`config.mk`:
```
export PLATFORM = sky130hd
export DESIGN_NAME = csi2_packet_parser_flat
export DESIGN_NICKNAME = d
export VERILOG_FILES = /design/src/rtl/csi2_pkg.sv /design/src/rtl/csi2_packet_parser_if.sv /design/src/rtl/csi2_crc16.sv /design/src/rtl/csi2_packet_parser.sv /design/src/flat_wrapper.sv
export SDC_FILE = /design/constraint.sdc
export NUM_CORES = 1
export LEC_CHECK = 0
export BUFFER_PORTS_ARGS = -buffer_cell sky130_fd_sc_hd__buf_2
export CORE_MARGIN = 2
export CORE_UTILIZATION = 44
export DETAILED_ROUTE_END_ITERATION = 10
export SYNTH_ARGS = -nofsm -noshare
export SYNTH_HDL_FRONTEND = slang
export SYNTH_SLANG_ARGS = --single-unit
export TNS_END_PERCENT = 20
```
`constraint.sdc`:
```
create_clock -name RxByteClkHS -period 2.7 [get_ports RxByteClkHS]
set_input_delay 0.675 -clock RxByteClkHS [delete_from_list [all_inputs] [get_ports RxByteClkHS]]
set_output_delay 0.675 -clock RxByteClkHS [all_outputs]
set_load 0.1 [all_outputs]
```
`src/rtl/csi2_pkg.sv`:
```
// Shared types, constants and helper functions for the CSI-2 packet parser.
// Holds the FSM state encoding, the ECC parity masks and the CRC-16 constants.
package csi2_pkg;

  localparam int unsigned BYTE_W = 8;
  localparam int unsigned CRC_W  = 16;
  localparam int unsigned HDR_W  = 24;

  typedef enum logic [2:0] {
    IDLE,
    HDR,
    PLD,
    CRC,
    WAIT_END
  } state_e;

  // Parity masks over {WC_MSB, WC_LSB, DI}; entry i produces ECC bit i.
  localparam logic [5:0][HDR_W-1:0] ECC_MASKS = {
    24'hEFFC00,
    24'hDF03F0,
    24'hB8E38E,
    24'h749A6D,
    24'hF2555B,
    24'hF12CB7
  };

  localparam logic [CRC_W-1:0] CRC_POLY_REFL    = 16'h8408;
  localparam logic [CRC_W-1:0] CRC_SEED         = 16'hFFFF;
  localparam logic [5:0]       SHORT_DT_MAX_DEF = 6'h0F;

  function automatic logic [BYTE_W-1:0] ecc24(input logic [HDR_W-1:0] d);
    return {2'b00,
            ^(d & ECC_MASKS[5]), ^(d & ECC_MASKS[4]), ^(d & ECC_MASKS[3]),
            ^(d & ECC_MASKS[2]), ^(d & ECC_MASKS[1]), ^(d & ECC_MASKS[0])};
  endfunction

  // One byte of the reflected CRC-16, LSB first.
  function automatic logic [CRC_W-1:0] crc16_byte(input logic [CRC_W-1:0] c,
                                                   input logic [BYTE_W-1:0] b);
    logic [CRC_W-1:0] r;
    r = c ^ {8'h00, b};
    for (int i = 0; i < 8; i++) begin
      r = r[0] ? ((r >> 1) ^ CRC_POLY_REFL) : (r >> 1);
    end
    return r;
  endfunction

endpackage

```
`src/rtl/csi2_packet_parser_if.sv`:
```
// PPI receive inputs and decoded packet outputs of the CSI-2 packet parser.
// master = upstream/observer side, slave = the parser itself.
interface csi2_packet_parser_if #(
  parameter int unsigned DATA_WIDTH = 8
);
  logic                  RxActiveHS;
  logic                  RxSyncHS;
  logic                  RxValidHS;
  logic [DATA_WIDTH-1:0] RxDataHS;

  logic [1:0]            o_vc;
  logic [5:0]            o_dt;
  logic [15:0]           o_wc;
  logic                  o_short_pkt;
  logic                  o_hdr_valid;
  logic                  o_ecc_err;
  logic [7:0]            o_pld_data;
  logic                  o_pld_valid;
  logic                  o_pld_last;
  logic                  o_crc_valid;
  logic                  o_crc_err;
  logic                  o_pkt_err;

  modport master (
    output RxActiveHS, RxSyncHS, RxValidHS, RxDataHS,
    input  o_vc, o_dt, o_wc, o_short_pkt, o_hdr_valid, o_ecc_err,
    input  o_pld_data, o_pld_valid, o_pld_last, o_crc_valid, o_crc_err, o_pkt_err
  );

  modport slave (
    input  RxActiveHS, RxSyncHS, RxValidHS, RxDataHS,
    output o_vc, o_dt, o_wc, o_short_pkt, o_hdr_valid, o_ecc_err,
    output o_pld_data, o_pld_valid, o_pld_last, o_crc_valid, o_crc_err, o_pkt_err
  );
endinterface

```
`src/rtl/csi2_crc16.sv`:
```
// Byte-wide running CRC-16 (reflected 0x8408) with seed load and enable.
module csi2_crc16
  import csi2_pkg::*;
(
  input  logic              clk,
  input  logic              rst,
  input  logic              init,
  input  logic              en,
  input  logic [BYTE_W-1:0] data,
  output logic [CRC_W-1:0]  crc
);

  logic [CRC_W-1:0] crc_nx_c;

  always_comb begin
    crc_nx_c = crc16_byte(crc, data);
  end

  always_ff @(posedge clk) begin
    if (rst || init) begin
      crc <= CRC_SEED;
    end else if (en) begin
      crc <= crc_nx_c;
    end
  end

endmodule

```
`src/rtl/csi2_packet_parser.sv`:
```
// Splits each HS burst into CSI-2 header / payload / CRC, checks ECC and CRC-16,
// and streams qualified payload bytes with one cycle of latency.
module csi2_packet_parser
  import csi2_pkg::*;
#(
  parameter int unsigned DATA_WIDTH   = 8,
  parameter logic [5:0]  SHORT_DT_MAX = SHORT_DT_MAX_DEF
) (
  input logic                 RxByteClkHS,
  input logic                 RST,
  csi2_packet_parser_if.slave bus
);

  logic [DATA_WIDTH-1:0] rx_byte;
  logic                  acc_c;
  state_e                state_q, state_nx;
  logic [1:0]            idx_q, idx_nx;
  logic [7:0]            di_q, wc_lsb_q, wc_msb_q, crc_lsb_q;
  logic [15:0]           rem_q, wc_c, crc_q;
  logic                  is_short_c;
  logic                  crc_init_c, hdr_done_c, pld_byte_c, pld_end_c, crc_done_c, pkt_err_c;

  assign rx_byte    = bus.RxDataHS;
  assign acc_c      = bus.RxValidHS & bus.RxActiveHS;
  assign wc_c       = {wc_msb_q, wc_lsb_q};
  assign is_short_c = (di_q[5:0] <= SHORT_DT_MAX);

  csi2_crc16 u_crc (
    .clk  (RxByteClkHS),
    .rst  (RST),
    .init (crc_init_c),
    .en   (pld_byte_c),
    .data (rx_byte),
    .crc  (crc_q)
  );

  always_ff @(posedge RxByteClkHS) begin
    if (RST) begin
      state_q <= IDLE;
      idx_q   <= 2'd0;
    end else begin
      state_q <= state_nx;
      idx_q   <= idx_nx;
    end
  end

  // Next state plus one-cycle event strobes for the datapath.
  always_comb begin
    state_nx   = state_q;
    idx_nx     = idx_q;
    crc_init_c = 1'b0;
    hdr_done_c = 1'b0;
    pld_byte_c = 1'b0;
    pld_end_c  = 1'b0;
    crc_done_c = 1'b0;
    pkt_err_c  = 1'b0;
    case (state_q)
      IDLE: begin
        if (bus.RxSyncHS && bus.RxActiveHS) begin
          state_nx   = HDR;
          idx_nx     = 2'd0;
          crc_init_c = 1'b1;
        end
      end
      HDR: begin
        if (!bus.RxActiveHS) begin
          pkt_err_c = 1'b1;
          state_nx  = IDLE;
        end else if (acc_c) begin
          if (idx_q == 2'd3) begin
            hdr_done_c = 1'b1;
            idx_nx     = 2'd0;
            if (is_short_c)         state_nx = WAIT_END;
            else if (wc_c == 16'd0) state_nx = CRC;
            else                    state_nx = PLD;
          end else begin
            idx_nx = idx_q + 2'd1;
          end
        end
      end
      PLD: begin
        if (!bus.RxActiveHS) begin
          pkt_err_c = 1'b1;
          state_nx  = IDLE;
        end else if (acc_c) begin
          pld_byte_c = 1'b1;
          if (rem_q == 16'd1) begin
            pld_end_c = 1'b1;
            idx_nx    = 2'd0;
            state_nx  = CRC;
          end
        end
      end
      CRC: begin
        if (!bus.RxActiveHS) begin
          pkt_err_c = 1'b1;
          state_nx  = IDLE;
        end else if (acc_c) begin
          if (idx_q == 2'd1) begin
            crc_done_c = 1'b1;
            idx_nx     = 2'd0;
            state_nx   = WAIT_END;
          end else begin
            idx_nx = 2'd1;
          end
        end
      end
      WAIT_END: begin
        if (!bus.RxActiveHS) state_nx = IDLE;
      end
      default: state_nx = IDLE;
    endcase
  end

  // Header capture, payload counter and registered outputs.
  always_ff @(posedge RxByteClkHS) begin
    if (RST) begin
      di_q            <= 8'h00;
      wc_lsb_q        <= 8'h00;
      wc_msb_q        <= 8'h00;
      crc_lsb_q       <= 8'h00;
      rem_q           <= 16'd0;
      bus.o_vc        <= 2'd0;
      bus.o_dt        <= 6'd0;
      bus.o_wc        <= 16'd0;
      bus.o_short_pkt <= 1'b0;
      bus.o_hdr_valid <= 1'b0;
      bus.o_ecc_err   <= 1'b0;
      bus.o_pld_data  <= 8'h00;
      bus.o_pld_valid <= 1'b0;
      bus.o_pld_last  <= 1'b0;
      bus.o_crc_valid <= 1'b0;
      bus.o_crc_err   <= 1'b0;
      bus.o_pkt_err   <= 1'b0;
    end else begin
      bus.o_hdr_valid <= hdr_done_c;
      bus.o_pld_valid <= pld_byte_c;
      bus.o_pld_last  <= pld_end_c;
      bus.o_crc_valid <= crc_done_c;
      bus.o_pkt_err   <= pkt_err_c;

      if (acc_c && state_q == HDR) begin
        case (idx_q)
          2'd0:    di_q     <= rx_byte;
          2'd1:    wc_lsb_q <= rx_byte;
          2'd2:    wc_msb_q <= rx_byte;
          default: ;
        endcase
      end

      if (hdr_done_c) begin
        bus.o_vc        <= di_q[7:6];
        bus.o_dt        <= di_q[5:0];
        bus.o_wc        <= wc_c;
        bus.o_short_pkt <= is_short_c;
        bus.o_ecc_err   <= (ecc24({wc_msb_q, wc_lsb_q, di_q}) != rx_byte);
        rem_q           <= wc_c;
      end

      if (pld_byte_c) begin
        bus.o_pld_data <= rx_byte;
        rem_q          <= rem_q - 16'd1;
      end

      if (acc_c && state_q == CRC && idx_q == 2'd0) begin
        crc_lsb_q <= rx_byte;
      end

      if (crc_done_c) begin
        bus.o_crc_err <= ({rx_byte, crc_lsb_q} != crc_q);
      end
    end
  end

endmodule

```
`src/flat_wrapper.sv`:
```
// flat-port wrapper written by rule: the top's interface ports become plain ports
module csi2_packet_parser_flat import csi2_pkg::*;
#(
  parameter int unsigned DATA_WIDTH   = 8,
  parameter logic [5:0]  SHORT_DT_MAX = SHORT_DT_MAX_DEF
)
  (RxByteClkHS, RST, bus_RxActiveHS, bus_RxSyncHS, bus_RxValidHS, bus_RxDataHS, bus_o_vc, bus_o_dt, bus_o_wc, bus_o_short_pkt, bus_o_hdr_valid, bus_o_ecc_err, bus_o_pld_data, bus_o_pld_valid, bus_o_pld_last, bus_o_crc_valid, bus_o_crc_err, bus_o_pkt_err);
  csi2_packet_parser_if #(.DATA_WIDTH(DATA_WIDTH)) bus_i ();
  input logic RxByteClkHS;
  input logic RST;
  input wire logic [$bits(bus_i.RxActiveHS)-1:0] bus_RxActiveHS;
  input wire logic [$bits(bus_i.RxSyncHS)-1:0] bus_RxSyncHS;
  input wire logic [$bits(bus_i.RxValidHS)-1:0] bus_RxValidHS;
  input wire logic [$bits(bus_i.RxDataHS)-1:0] bus_RxDataHS;
  output wire logic [$bits(bus_i.o_vc)-1:0] bus_o_vc;
  output wire logic [$bits(bus_i.o_dt)-1:0] bus_o_dt;
  output wire logic [$bits(bus_i.o_wc)-1:0] bus_o_wc;
  output wire logic [$bits(bus_i.o_short_pkt)-1:0] bus_o_short_pkt;
  output wire logic [$bits(bus_i.o_hdr_valid)-1:0] bus_o_hdr_valid;
  output wire logic [$bits(bus_i.o_ecc_err)-1:0] bus_o_ecc_err;
  output wire logic [$bits(bus_i.o_pld_data)-1:0] bus_o_pld_data;
  output wire logic [$bits(bus_i.o_pld_valid)-1:0] bus_o_pld_valid;
  output wire logic [$bits(bus_i.o_pld_last)-1:0] bus_o_pld_last;
  output wire logic [$bits(bus_i.o_crc_valid)-1:0] bus_o_crc_valid;
  output wire logic [$bits(bus_i.o_crc_err)-1:0] bus_o_crc_err;
  output wire logic [$bits(bus_i.o_pkt_err)-1:0] bus_o_pkt_err;
  assign bus_i.RxActiveHS = bus_RxActiveHS;
  assign bus_i.RxSyncHS = bus_RxSyncHS;
  assign bus_i.RxValidHS = bus_RxValidHS;
  assign bus_i.RxDataHS = bus_RxDataHS;
  assign bus_o_vc = bus_i.o_vc;
  assign bus_o_dt = bus_i.o_dt;
  assign bus_o_wc = bus_i.o_wc;
  assign bus_o_short_pkt = bus_i.o_short_pkt;
  assign bus_o_hdr_valid = bus_i.o_hdr_valid;
  assign bus_o_ecc_err = bus_i.o_ecc_err;
  assign bus_o_pld_data = bus_i.o_pld_data;
  assign bus_o_pld_valid = bus_i.o_pld_valid;
  assign bus_o_pld_last = bus_i.o_pld_last;
  assign bus_o_crc_valid = bus_i.o_crc_valid;
  assign bus_o_crc_err = bus_i.o_crc_err;
  assign bus_o_pkt_err = bus_i.o_pkt_err;
  csi2_packet_parser #(.DATA_WIDTH(DATA_WIDTH), .SHORT_DT_MAX(SHORT_DT_MAX)) u_core (.RxByteClkHS(RxByteClkHS), .RST(RST), .bus(bus_i));
endmodule
```
==> out/metrics.yaml <==
power_and_ir_drop:
  ir_worst_vdd_v: 0.000490
  powerDensity_nw_per_um2: 666
  p_leak_nw: 2.34
floorplan:
  die_area_um2: 13000
  die_h_um: 114
  rows: 40
  core_area_um2: 11900
  fp.dieW_um: 114
  io_pins: 53
  floorplan.initialDensity_pct: 44.7
clock_network:
  cts.repair.resized: 0
  postCtsHoldBufs: 0
  clock_sinks: 109
  clk_pin_slew_ps: 70
  cts_buffer_depth: 2
  clk_latency_ps: 350
  root_buffer: "clkbuf_16"
  cts_setup_buffers: 0
  cts_buffers: 9
  cts_tree: "yes"
  htree_levels: 3
global_route:
  grt_pass1_wl_um: 21900
  grt_usage_pct: 21.7
  grt_max_degree: 60
  grt-ovfl-total: 0
  grt_antenna_before_repair: 0
  grt_pass1_vias: 4244
hold_path:
  hold_class: "flop to flop"
timing:
  rsz0062_at_grt: "false"
  skew_ps: 7.12
  fin_crit_ps: 2250
  post-route-period-util_pct: 83.5
  final_max_slew_viol_count: 0
  slew_headroom_pct: 59.4
  fmax_ghz: 0.444
  setup_viol: 0
  tns_ps: 0
  worst_slew_pin_slew_ps: 603
  finalHoldViolations: 0
synthesis:
  synth_seq_cells: 109
  yosysMostFrequentCell: "dfxtp_1"
  synth_async_sr_flop_share_pct: 0
  synthTopCellsByCount: "109 x dfxtp_1, 103 x nand2_1, 73 x xnor2_1, 59 x a21oi_1, 54 x nor2_1"
  yosysUniqueCellTypes: 43
  syn_area_um2: 5320
  synthFlopType: "dfxtp_1"
  seq_area_frac_synth_pct: 41.0
  synth_top_area_share_pct: 41.0
  syn-num-nets: 668
  syn_inst: 640
  synth_area_leaders: "dfxtp_1 41%, xnor2_1 12%, nand2_1 7.3%"
  synth_edf_count: 0
  yosysWarnings: 0
  yosysTopAreaCell: "dfxtp_1"
  syn_area_per_cell_um2: 8.31
status:
  status: "complete, no violations"
critical_path:
  worstSetupPathType: "flop to flop"
  required_ps: 2980
  cp-start-kind: "flop"
  worstPathArrival_ps: 2530
  regToRegSetupSlack_ps: 450
  crit_path_end_kind: "flop"
  worst-path-max-fanout: 7
final_layout:
  syn_to_final_growth_pct: 13.9
  final_nets: 711
  insertedDiodeCount: 0
  fill_cells: 1152
  finalCoreUtilization_pct: 50.9
  drive_gt1_share_pct: 14.0
job:
  maxCapViolCount: 0
routing:
  drt-initial-drc-count: 266
  routed_wl_um: 13400
  vias: 4482
  ant_nets: 0
  avgRoutedWirePerCell_um: 16.1
  first_pass_iters: 5
  post-route-drc-count: 0
  viasPerCell: 5.37
placement:
  port_buffers: 52
  dp_hpwl_um: 9690
  gp_congestion: 0.923
-- cells by family (layout without fill, tap and decap cells) --
| logic type | count (synthesis) | in the layout | share of synthesized area [%] |
|---|---|---|---|
| AOI/OAI and AO/OA | 109 | 109 | 12.3 |
| xor gates and xnor gates | 85 | 85 | 14.0 |
| adders and majority gates | 15 | 15 | 3.53 |
| buffers and inverters | 65 | 113 | 4.59 |
| DFF | 109 | 109 | 41.0 |
| muxes | 26 | 26 | 4.91 |
| and+or+nand+nor | 231 | 231 | 19.7 |
-- worst paths after layout --
check             depth (start not counted)                               to                            start
setup reg to reg                          5    u_core.rem_q[13]$_SDFFE_PP0P_     u_core.rem_q[0]$_SDFFE_PP0P_
setup / recovery                          5    u_core.rem_q[13]$_SDFFE_PP0P_     u_core.rem_q[0]$_SDFFE_PP0P_
hold / removal                            2  u_core.bus.o_dt[0]$_SDFFE_PP0P_  u_core.bus.o_dt[0]$_SDFFE_PP0P_
hold reg to reg                           2  u_core.bus.o_dt[0]$_SDFFE_PP0P_  u_core.bus.o_dt[0]$_SDFFE_PP0P_
-- area by class of cell --
| type | instances | area, µm² | share of cell area (%) |
|---|---|---|---|
| inverters | 25 | 93.8 | 1.55 |
| flip-flops and latches | 109 | 2180 | 36.0 |
| well taps | 147 | 184 | 3.03 |
| clock inverters | 5 | 33.8 | 0.557 |
| clock buffers | 11 | 243 | 4.00 |
| multi-input cells | 466 | 2900 | 47.9 |
| repair buffers | 72 | 423 | 6.98 |
-- placed cells by master, fill, tap and decap left out, types with 2 or more instances in the layout --
cell type	Yosys	final
dfxtp_1	109	109
nand2_1	103	103
xnor2_1	73	73
a21oi_1	59	59
nor2_1	54	54
buf_2	0	52
inv_1	25	25
mux2i_1	25	25
nand3_1	20	20
buf_4	0	19
ha_1	15	15
o211ai_1	14	14
xor2_1	12	12
nand4_1	11	11
a31oi_1	9	9
clkbuf_16	0	9
nor3_1	7	7
o21ai_0	7	7
nor4_1	7	7
or3_1	7	7
a21o_1	5	5
nor2b_1	4	4
nand2b_1	4	4
a311oi_1	3	3
o31ai_1	2	2
a222oi_1	2	2
or4_4	2	2
a211oi_1	2	2
nor3b_1	2	2
a22oi_1	2	2
clkinv_2	0	2
clkinvlp_4	0	2
-- state kept, by name (all words and copies together) (netlist names), 2 cells and up --
name                   count
u_core.bus.o_dt            6
u_core.crc_lsb_q           8
u_core.idx_q               2
u_core.wc_lsb_q            8
u_core.di_q                8
u_core.bus.o_vc            2
u_core.bus.o_wc           16
u_core.rem_q              16
u_core.state_q             3
u_core.bus.o_pld_data      8
u_core.wc_msb_q            8
u_core.u_crc.crc          16
-- per-layer routing --
metal	vias up	part of all wire, %	GRT usage [%]
met4	0	1.8	7.32
met1	2120	46	28.6
met5	-	0	0
li1	2245	-	-
met2	101	48	35.6
met3	16	4.1	4.46
-- worst max-delay path, stage by stage, from the launching register on --
cell and delay (ps):
dfxtp_1 380, or4_4 570, or4_4 450, or3_1 330, or3_1 310, a31oi_1 150
-- stage by stage --
| stage | power [W] | cell area, µm² | hold WS [ps] | setup slack [ps] | cells |
|---|---|---|---|---|---|
| 6_report | 0.00403 | 6060 | 452 | 446 | 835 |
| 5_1_grt | 0.00426 | 6060 | 476 | 323 | 835 |
| 4_1_cts | 0.00406 | 6060 | 454 | 445 | 835 |
| 3_5_place_dp | 0.00281 | 5780 | 444 | 456 | 819 |
| 3_3_place_gp | 0.00279 | 5780 | 440 | 468 | 819 |
| 2_1_floorplan | 0.00260 | 5320 | 434 | 479 | 640 |
-- power breakdown --
group / switching (W) / internal (W) / total, W
registers: 0.000130 / 0.00170 / 0.00183
logic: 0.000567 / 0.000388 / 0.000955
clock network: 0.000602 / 0.000652 / 0.00125
Note: power is estimated with default switching activity, not from simulation.
